### config.mk
export PLATFORM = sky130hd
export DESIGN_NAME = tow_referee
export DESIGN_NICKNAME = d
export VERILOG_FILES = /design/src/rtl/tow_pkg.sv /design/src/rtl/tow_timer.sv /design/src/rtl/tow_referee.sv
export SDC_FILE = /design/constraint.sdc
export NUM_CORES = 1
export LEC_CHECK = 0
export CAP_MARGIN = 0
export CELL_PAD_IN_SITES_DETAIL_PLACEMENT = 2
export CELL_PAD_IN_SITES_GLOBAL_PLACEMENT = 2
export CORE_ASPECT_RATIO = 1.75
export CORE_MARGIN = 4
export CORE_UTILIZATION = 29
export DETAILED_ROUTE_END_ITERATION = 8
export GPL_ROUTABILITY_DRIVEN = 1
export GPL_TIMING_DRIVEN = 0
export HOLD_SLACK_MARGIN = 0.03
export PLACE_DENSITY = 0.83
export SKIP_LAST_GASP = 1
export SYNTH_ARGS = -nofsm -noshare
export SYNTH_HDL_FRONTEND = slang
export SYNTH_HIERARCHICAL = 1
export SYNTH_SLANG_ARGS = --single-unit
### constraint.sdc
create_clock -name clk -period 1.9 [get_ports clk]
set_clock_uncertainty 0.05 [all_clocks]
set_input_delay 0.38 -clock clk [delete_from_list [all_inputs] [get_ports clk]]
set_output_delay 0.38 -clock clk [all_outputs]
set_load 0.1 [all_outputs]
### src/rtl/tow_pkg.sv
// tow_pkg: shared state encoding and default parameters for the tug-of-war referee.
package tow_pkg;
  typedef enum logic [2:0] {
    S_IDLE      = 3'd0,
    S_COUNTDOWN = 3'd1,
    S_PLAY      = 3'd2,
    S_ROUND_END = 3'd3,
    S_MATCH_END = 3'd4
  } tow_state_t;
  localparam int FIELD_DEF         = 4;
  localparam int ROUNDS_TO_WIN_DEF = 3;
  localparam int GO_DELAY_DEF      = 8;
  localparam int HOLD_DEF          = 4;
endpackage

### src/rtl/tow_timer.sv
// tow_timer: loadable down-counter; done is high while the count is zero.
//   clk, reset (async, active-low), load/load_val reload the count, done flags zero.
module tow_timer
  import tow_pkg::*;
#(
  parameter int W = 4
) (
  input  logic         clk,
  input  logic         reset,
  input  logic         load,
  input  logic [W-1:0] load_val,
  output logic         done
);
  logic [W-1:0] count_q, count_d;
  always_comb count_d = load ? load_val : (count_q != '0 ? count_q - 1'b1 : count_q);
  always_ff @(posedge clk or negedge reset)
    if (!reset) count_q <= '0;
    else count_q <= count_d;
  assign done = count_q == '0;
endmodule

### src/rtl/tow_referee.sv
// tow_referee: two-player tug-of-war referee FSM (rope position, round and match scoring).
//   Inputs : clk, reset (async, active-low), start, press1, press2 (single-cycle pulses).
//   Outputs: pos (rope position, centre = FIELD), score1/score2, round_win1/round_win2 pulses,
//            go (PLAY), match_over (MATCH_END), state (debug encoding).
//   Build option: TOW_FALSE_START_EN makes a lone press during COUNTDOWN push the rope
//   one step toward the opponent, never onto a win line.
module tow_referee
  import tow_pkg::*;
#(
  parameter int FIELD         = FIELD_DEF,
  parameter int ROUNDS_TO_WIN = ROUNDS_TO_WIN_DEF,
  parameter int GO_DELAY      = GO_DELAY_DEF,
  parameter int HOLD          = HOLD_DEF,
  localparam int POS_W        = $clog2(2 * FIELD + 1)
) (
  input  logic             clk,
  input  logic             reset,
  input  logic             start,
  input  logic             press1,
  input  logic             press2,
  output logic [POS_W-1:0] pos,
  output logic [3:0]       score1,
  output logic [3:0]       score2,
  output logic             round_win1,
  output logic             round_win2,
  output logic             go,
  output logic             match_over,
  output logic [2:0]       state
);
  localparam int MAXD = GO_DELAY > HOLD ? GO_DELAY : HOLD;
  localparam int TW   = $clog2(MAXD + 1);
  localparam logic [POS_W-1:0] CENTRE   = POS_W'(FIELD);
  localparam logic [POS_W-1:0] TOP      = POS_W'(2 * FIELD);
  localparam logic [POS_W-1:0] NEAR_TOP = POS_W'(2 * FIELD - 1);
  localparam logic [POS_W-1:0] NEAR_BOT = POS_W'(1);
  localparam logic [3:0]       WIN      = 4'(ROUNDS_TO_WIN);

  tow_state_t       state_q, state_d;
  logic [POS_W-1:0] pos_q, pos_d;
  logic [3:0]       score1_q, score1_d, score2_q, score2_d;
  logic             rw1_q, rw1_d, rw2_q, rw2_d;
  logic             t_load, t_done;
  logic [TW-1:0]    t_val;
  logic             lone1, lone2;

  assign lone1 = press1 & ~press2;
  assign lone2 = press2 & ~press1;

  // Timer is loaded with length-1 on entry so that done lands on the state's last cycle.
  tow_timer #(.W(TW)) u_timer (
    .clk     (clk),
    .reset   (reset),
    .load    (t_load),
    .load_val(t_val),
    .done    (t_done)
  );

  always_comb begin
    state_d  = state_q;
    pos_d    = pos_q;
    score1_d = score1_q;
    score2_d = score2_q;
    rw1_d    = 1'b0;
    rw2_d    = 1'b0;
    t_load   = 1'b0;
    t_val    = TW'(GO_DELAY - 1);
    case (state_q)
      S_IDLE, S_MATCH_END:
        if (start) begin
          state_d  = S_COUNTDOWN;
          pos_d    = CENTRE;
          score1_d = '0;
          score2_d = '0;
          t_load   = 1'b1;
        end
      S_COUNTDOWN: begin
        if (t_done) state_d = S_PLAY;
`ifdef TOW_FALSE_START_EN
        // A false start penalises the presser but stops one short of the win line.
        if (lone1 && pos_q > NEAR_BOT) pos_d = pos_q - 1'b1;
        if (lone2 && pos_q < NEAR_TOP) pos_d = pos_q + 1'b1;
`endif
      end
      S_PLAY:
        if (lone1) begin
          pos_d = pos_q + 1'b1;
          if (pos_q == NEAR_TOP) begin
            state_d  = S_ROUND_END;
            score1_d = score1_q + 1'b1;
            rw1_d    = 1'b1;
            t_load   = 1'b1;
            t_val    = TW'(HOLD - 1);
          end
        end else if (lone2) begin
          pos_d = pos_q - 1'b1;
          if (pos_q == NEAR_BOT) begin
            state_d  = S_ROUND_END;
            score2_d = score2_q + 1'b1;
            rw2_d    = 1'b1;
            t_load   = 1'b1;
            t_val    = TW'(HOLD - 1);
          end
        end
      S_ROUND_END:
        // The frozen rope position identifies the round winner.
        if (t_done) begin
          if ((pos_q == TOP ? score1_q : score2_q) == WIN) state_d = S_MATCH_END;
          else begin
            state_d = S_COUNTDOWN;
            pos_d   = CENTRE;
            t_load  = 1'b1;
          end
        end
      default: state_d = S_IDLE;
    endcase
  end

  always_ff @(posedge clk or negedge reset)
    if (!reset) begin
      state_q  <= S_IDLE;
      pos_q    <= CENTRE;
      score1_q <= '0;
      score2_q <= '0;
      rw1_q    <= 1'b0;
      rw2_q    <= 1'b0;
    end else begin
      state_q  <= state_d;
      pos_q    <= pos_d;
      score1_q <= score1_d;
      score2_q <= score2_d;
      rw1_q    <= rw1_d;
      rw2_q    <= rw2_d;
    end

  assign pos        = pos_q;
  assign score1     = score1_q;
  assign score2     = score2_q;
  assign round_win1 = rw1_q;
  assign round_win2 = rw2_q;
  assign go         = state_q == S_PLAY;
  assign match_over = state_q == S_MATCH_END;
  assign state      = state_q;
endmodule

======== Word level (Yosys, flattened, before mapping) ========
Cells that the tools add are included.
operators by class
  bitwise operators ....................... 4
  shift operators ......................... 0
  divide/modulo/power cells ............... 0
  equal/unequal tests ..................... 20
  mux-type cells .......................... 43
  $mul .................................... 0
  $lt $le $gt $ge ......................... 0
  $add $sub $neg .......................... 5
  reductions and logical operators ........ 11
operators with widths
  operator                                                             count
  4-bit two-way mux                                                    16
  3-bit two-way mux                                                    11
  4-bit one-hot mux with 2 select lines                                2
  4-bit by 1-bit adder with 4-bit output (second input constant)       3
  3-bit one-hot mux with 4 select lines                                1
  4-bit one-hot mux with 3 select lines                                1
  1-bit two-way mux                                                    11
  2-bit != test (second input constant)                                5
  5-bit AND reduction                                                  2
  2-bit by 1-bit != test with 1-bit output (second input constant)     4
  4-bit by 1-bit subtractor with 4-bit output (second input constant)  2
  3-bit by 2-bit == test with 1-bit output (second input constant)     2
  3-bit by 1-bit != test with 1-bit output (second input constant)     2
  6-bit AND reduction                                                  1
  4-bit by 1-bit == test with 1-bit output (second input constant)     1
  4-bit by 2-bit == test with 1-bit output (second input constant)     1
  4-bit by 3-bit == test with 1-bit output (second input constant)     1
  4-bit == test (second input constant)                                1
  4-bit logical NOT                                                    1
  4-bit AND reduction                                                  1
  2-bit nonzero test                                                   2
  4-bit nonzero test                                                   1
  3-bit by 1-bit == test with 1-bit output (second input constant)     1
  3-bit == test (second input constant)                                1
  7 further kinds                                                      9
storage, ports and cells
  word-level logic and storage cells ...... 90
  memories ................................ 0
  register bits ........................... 21
  input bits .............................. 5
  RAM bits ................................ 0
  ROM bits ................................ 0
  latch bits .............................. 0

======== Depth between registers and ports, before layout ========
Gate-level depths: netlist of the first run.
  depth after elaboration ................. 7
  mapped depth ............................ 11

======== Hierarchy ========
Netlist of the first run, hierarchy kept.
by module, submodules not included
  module       area an instance (µm²)  cells an instance  times used
  tow_referee  1059.8                  105                1
  tow_timer    234.0                   22                 1

======== Worst setup path after synthesis of the first run ========
No wires, ideal clock.
  kind .................................... register -> output
  start point ............................. reg state_q[2], in the netlist state[2]
  end point ............................... out match_over
  slack ................................... -1761 ps
  cell stages (with the launch flop) ...... 3
  data arrival time ....................... 3231 ps
  cells stage by stage .................... dfrtp_1 inv_1 nor3_1
between the ends
  cells in the longest elaborated chain, start to end .. 1
ends and longest elaborated chain
  item                    line                source
  start, declared         tow_referee.sv:38   tow_state_t state_q, state_d;
  start signal, assigned  tow_referee.sv:127  state_q <= state_d;
  3-bit == test           tow_referee.sv:141  assign match_over = state_q == S_MATCH_END;
  end, declared           tow_referee.sv:27   output logic match_over,
No other way between the ends.

======== Final worst setup path of the first run ========
  start point ............................. reg pos_q[0], in the netlist pos[0]
  end point ............................... reg u_timer.count_q[1]
between the ends
  cells in the longest elaborated chain, start to end .. 7
  elaborated cells on any way between the ends .. 14
  those cells by class .................... eq/ne: 4; mux: 9; reduce/logical: 1
ends and longest elaborated chain
  item                                                            line                source
  start, declared                                                 tow_referee.sv:39   logic [POS_W-1:0] pos_q, pos_d;
  start signal, assigned                                          tow_referee.sv:128  pos_q <= pos_d;
  4-bit == test                                                   tow_referee.sv:107  if ((pos_q == TOP ? score1_q : score2_q) == WIN) state_d = S_MATCH_END;
  4-bit two-way mux                                               tow_referee.sv:107
  4-bit by 2-bit == test with 1-bit output                        tow_referee.sv:107
  1-bit two-way mux                                               tow_referee.sv:107
  1-bit two-way mux                                               tow_referee.sv:106  if (t_done) begin
  1-bit one-hot mux with 3 select lines (*)                       tow_referee.sv:67   case (state_q)
  net t_load                                                      tow_referee.sv:42   logic t_load, t_done;
  4-bit two-way mux / 2-bit nonzero test (equally long branches)  --
  end signal, assigned                                            tow_timer.sv:18     else count_q <= count_d;
  end, declared                                                   tow_timer.sv:14     logic [W-1:0] count_q, count_d;
Mark *: on every way through the listed nets, which the timed path passes. The rest lies on a longest branch.
A chain may end at the register's enable or synchronous reset.

==> results of run 1 <==
[critical path, stage by stage, from the launching register on]
cell and delay (ns):
dfrtp_4 0.53, ha_1 0.24, and4_1 0.21, buf_6 0.12
nor2_4 0.13, nand2_2 0.07, a41o_1 0.24, buf_8 0.15
mux2_2 0.26
[power breakdown]
group          leakage, nW  internal [mW]  switching [mW]
clock network       0.0228          0.150           0.161
registers            0.254          0.592           0.172
logic                0.591          0.783            1.18
[layout make-up]
class                           count  share of cell area
Buffer                              4              0.0218
Clock buffer                        4              0.0218
Inverter                            6              0.0152
Multi-Input combinational cell     95               0.423
Sequential cell                    21               0.271
Tap cell                           49              0.0297
Timing Repair Buffer               47               0.218
[per-layer routing]
layer  routed length [um]  GRT usage  vias to the layer above
li1                     -          -                      544
met1                 1650      0.178                      594
met2                 2740      0.321                       25
met3                  119     0.0242                       11
met4                  119     0.0812                        0
met5                    0          0                        -
[cells by family after synthesis]
| family | after synthesis |
|---|---|
| AND/OR/NAND/NOR | 49 |
| AO/OA/AOI/OAI | 23 |
| flip-flops | 21 |
| buffers and inverters | 12 |
| XOR/XNOR | 7 |
| multiplexers | 7 |
| adder cells (fa/ha/maj) | 6 |
| other | 2 |
[synthesized netlist by cell type (2+ instances only)]
master / n
nor2b_1: 4
buf_4: 2
o21ai_0: 5
nand3b_1: 2
clkbuf_1: 2
conb_1: 2
ha_1: 6
and4bb_2: 2
nand4_1: 2
a21oi_1: 3
xor2_1: 5
mux2i_1: 4
xnor2_1: 2
buf_6: 2
and2_1: 2
mux2_2: 2
o31ai_1: 2
nor3_1: 5
inv_1: 6
nand3_1: 2
nand2_1: 15
dfrtp_1: 20
nor2_1: 5
[metrics by stage]
| stage | hold slack (ns) | util |
|---|---|---|
| after floorplan | 0.0344 | - |
| after global placement | 0.444 | 0.402 |
| after detailed placement | 0.464 | 0.402 |
| after CTS | 0.475 | 0.460 |
| after global routing | 0.503 | 0.488 |
| final | 0.494 | 0.488 |
[worst paths after layout]
kind / start / to / slack, ns / cells past startpoint
worst max-delay path: pos[0] / u_timer/count_q[1] / -0.22 / 8
worst min-delay path: score2[2] / score2[2] / 0.49 / 1
worst max register to register: pos[0] / u_timer/count_q[1] / -0.22 / 8
worst min register to register: score2[2] / score2[2] / 0.49 / 1
max in group asynchronous: reset / pos[1] / 0.50 / 1
min in group asynchronous: reset / state[0] / 0.60 / 1
[repair_timing]
action,4_1_cts,5_1_grt
endpoints found under the setup margin,28,18
pin swaps,7,15
hold buffers,0,0
setup buffers,15,10
gates cloned,0,0
gates resized for setup,81,23
[flip-flops by register name (all words and copies together) (netlist names)]
register and cells:
u_timer/count_q 4, score1 4, pos 4, round_win2 1, round_win1 1, state 3
score2 4
==> impl_metrics.toml, run 1 <==
[yosys]
ys_ff_latch = 21
synth-compound-area-share = 0.142
synth_top_area_frac = 0.387
ys_async_sr_fraction = 1.00
ys_warn_count = 6
synth_area_leader_cell = "dfrtp_1"
synth_cell_types = 48
synthSimpleGateAreaFrac = 0.228
synthCells = 127
synthesis.area_um2 = 1290
yosysSeqAreaShare = 0.407
postSynthAreaPerCell_um2 = 10.2
synthAdderAreaFrac = 0.0580
synth_edf_count = 0
synth-main-ff-cell = "dfrtp_1"
synth_top_family_by_area = "simple AND/OR/NAND/NOR gates"
ys_top_cells_by_area = "dfrtp_1, ha_1, nand2_1, xor2_1, mux2i_1"
synth_xor_area_frac = 0.0474
synthMuxAreaShare = 0.0590

[detailed_routing]
wire_per_inst_um = 20.5
drt_iter0_markers = 13
drtPass1Iterations = 3
vias = 1174
ant_nets = 0
drc_errors = 0
wirelength_mm = 4.63
viasPerCell = 5.19

[timing]
fmax_mhz = 472
hold_violations = 0
layout_min_cycle_time_ns = 2.12
maxSlewHeadroom = 0.347
worst_slew_pin_slew_ns = 0.977
fin_crit_sh = 1.12
setup_viol = 8
rsz0062_at_grt = "true"
setup_slack_ns = -0.220
tns_ns = -1.14
drv_slew = 0

[global_route]
antenna_found_initial = 0
track_usage = 0.170
grt_overflow = 0
grt_pass1_vias = 1346
grt_pass1_wl_mm = 7.11
grt_max_degree = 22

[setup_path]
cp.required_ns = 2.01
path_class = "register to register"
cp.arrival_ns = 2.23
crit_path_end_kind = "register"
start_kind = "register"
worst-path-max-fanout = 6

[flow_run]
drv_cap = 0

[place]
io_buffers = 23
post-place-ws_ns = -0.851
place_congestion = 0.712
dp_hpwl_mm = 2.74
placed_cell_area_um2 = 1700
dp_cells = 200

[floorplanning]
initial_core_util = 0.306
num_rows = 31
die_h_um = 96.4
die_area_um2 = 5640
die_w_um = 58.5
ioPinCount = 24
core-area_um2 = 4230

[cells_and_area]
seqCellArea_um2 = 558
fin_nets = 189
area_growth_pct = 59.4
multi_input_area_um2 = 872
fin_cells = 226
mostFrequentLayoutCell = "buf_4"
nFillCells = 442
drive_gt1_frac = 0.559
stdcell_area_um2 = 2060
antenna-diode-count = 0
mostFrequentLayoutCells = "buf_4, clkdlybuf4s15_2, nand2_1, dfrtp_2, dfrtp_1"

[status]
status = "complete, but fails checks"
violations = "setup timing"

[worst_hold_path]
hold_path_class = "register to register"

[clock_network]
h-tree-depth = 1
numCtsBuffers = 3
cts.clk_slew.worst_paths_ns = 0.08
numClockSinks = 21
clk_latency_ns = 0.27
clk_path_buf_depth = 2
cts_root_buf = "clkbuf_8"
tritoncts = "yes"

[pwr]
power_mw = 3.04
power_density_nw_per_um2 = 1470
irDropWorstVdd_mv = 1.06
leakage_nw = 0.868
(Power assumes the default switching activity.)
==> run 2, diff against run 1 <==
--- a/config.mk
+++ b/config.mk
@@ -15,6 +15,7 @@
 export GPL_ROUTABILITY_DRIVEN = 1
 export GPL_TIMING_DRIVEN = 0
 export HOLD_SLACK_MARGIN = 0.03
+export MAX_ROUTING_LAYER = met4
 export PLACE_DENSITY = 0.83
 export SKIP_LAST_GASP = 1
 export SYNTH_ARGS = -nofsm -noshare
==> run 2 against run 1 <==
  * The flow still finishes with violations (setup timing)
  * Fmax is 2.4% higher
  * Worst setup slack better by 0.049 ns
  * Design area is 1.0% higher
  * Sequential share of layout area is 0.28 points lower
  * Clock power hardly changed
  * Combinational power hardly changed
  * Critical endpoint is now u_timer/count_q[3]
  * Largest cell class unchanged
==> impl_metrics.toml, run 2 (synthesis gave the netlist of run 1 again) <==
[clock_network]
clk_latency_ns = 0.27
h-tree-depth = 1
cts_root_buf = "clkbuf_8"
numCtsBuffers = 3
clk_path_buf_depth = 2
postCtsHoldBufs = 0
numClockSinks = 21
tritoncts = "yes"
cts.clk_slew.worst_paths_ns = 0.08

[global_route]
track_usage = 0.175
grt_pass1_wl_mm = 7.09
grt_pass1_vias = 1349
grt_max_degree = 22
use_met1 = 0.180
use_met2 = 0.319
use_met3 = 0.0242
grt_overflow = 0
grt_busiest_layer = "met2"
antenna_found_initial = 0

[setup_path]
cp.arrival_ns = 2.18
r2r_end = "u_timer/count_q[3]"
start_kind = "register"
r2r_cells = 9
worstReg2RegStart = "pos[0]"
cp.required_ns = 2.01
rrSetupSlack_ns = -0.17
path_class = "register to register"
crit_path_end_kind = "register"
worst-path-max-fanout = 6

[cells_and_area]
area_growth_pct = 61.0
mostFrequentLayoutCells = "buf_4, clkdlybuf4s15_2, nand2_1, dfrtp_2"
stdcell_area_um2 = 2080
drive_gt1_frac = 0.579
mostFrequentLayoutCell = "buf_4"
fin_cells = 227
antenna-diode-count = 0
fin_nets = 190

[worst_hold_path]
worstHoldEndpoint = "score2[2]"
hp-start = "score2[2]"
whs_path_depth = 1
hold_path_class = "register to register"

[place]
post-place-ws_ns = -0.851
place_congestion = 0.720
dp_hpwl_mm = 2.74
io_buffers = 23
dp_cells = 200
placed_cell_area_um2 = 1700

[detailed_routing]
wire_per_inst_um = 20.5
wirelength_mm = 4.66
drtPass1Iterations = 2
drc_errors = 0
ant_nets = 0
vias = 1185
viasPerCell = 5.22
drt_iter0_markers = 6

[floorplanning]
core-area_um2 = 4230
num_rows = 31
ioPinCount = 24
die_h_um = 96.4
die_area_um2 = 5640
initial_core_util = 0.306
die_w_um = 58.5

[timing]
setup_slack_ns = -0.171
drv_slew = 0
maxSlewHeadroom = 0.343
rsz0062_at_grt = "true"
hold-worst-slack_ns = 0.492
worst_slew_pin_slew_ns = 0.983
hold_violations = 0
layout_min_cycle_time_ns = 2.07
setup_viol = 9
fin_crit_sh = 1.09
fmax_mhz = 483

[pwr]
power_density_nw_per_um2 = 1480
power_mw = 3.08
irDropWorstVdd_mv = 1.02
leakage_nw = 0.874

[status]
status = "complete, but fails checks"
violations = "setup timing"

[flow_run]
drv_cap = 0
-- run 2: cell count changes in the layout (fill, tap and decap cells not counted), sizes merged --
cell | previous run | this run
buf | 30 | 32
clkbuf | 6 | 5
-- run 2: worst max-delay path by stage --
stage,endpoint,slack (ns),from
floorplan,match_over,-0.26,state[2]
global placement,go,-0.85,state[1]
detailed placement,go,-0.85,state[1]
CTS,go,-0.22,state[1]
global route,u_timer/count_q[3],-0.25,pos[0]
finish,u_timer/count_q[3],-0.17,pos[0]
-- run 2: worst max-delay path, cell delays in order, from the launching register on --
cell	delay, ns
dfrtp_4	0.54
buf_6	0.14
inv_4	0.04
ha_4	0.11
nand3b_1	0.13
mux2i_4	0.23
a41o_1	0.24
buf_8	0.14
nor3_4	0.04
a221o_1	0.30
-- run 2: what timing repair did --
| action | in CTS | in global routing |
|---|---|---|
| endpoints found under the hold margin | 0 | 0 |
| buffers inserted | 15 | 12 |
| setup endpoints to repair | 28 | 18 |
| resized for setup | 81 | 28 |
| pin swaps | 7 | 16 |
-- run 2: power by group --
group	switching (mW)	internal, mW
Clock	0.158	0.150
Combinational	1.20	0.804
Sequential	0.176	0.592
Total	1.53	1.55
-- run 2: final cells by class --
| cell class | count | area, um^2 |
|---|---|---|
| timing repair buffer | 48 | 457 |
| fill | 440 | 2140 |
| sequential | 21 | 558 |
| multi-input combinational | 95 | 882 |
| clock buffer | 4 | 45.0 |
| inverter | 6 | 31.3 |
| buffer | 4 | 48.8 |
| tap | 49 | 61.3 |
-- run 2: routing by layer --
metal	vias up	share of wire
met5	-	0
met4	0	0.039
met3	15	0.028
met2	28	0.58
met1	599	0.35
li1	543	-
-- run 2: metrics by stage --
stage,util,setup TNS (ns)
6_report,0.493,-0.918
5_1_grt,0.493,-1.50
4_1_cts,0.460,-0.777
3_5_place_dp,0.402,-7.11
3_3_place_gp,0.402,-5.50
2_1_floorplan,-,-1.37
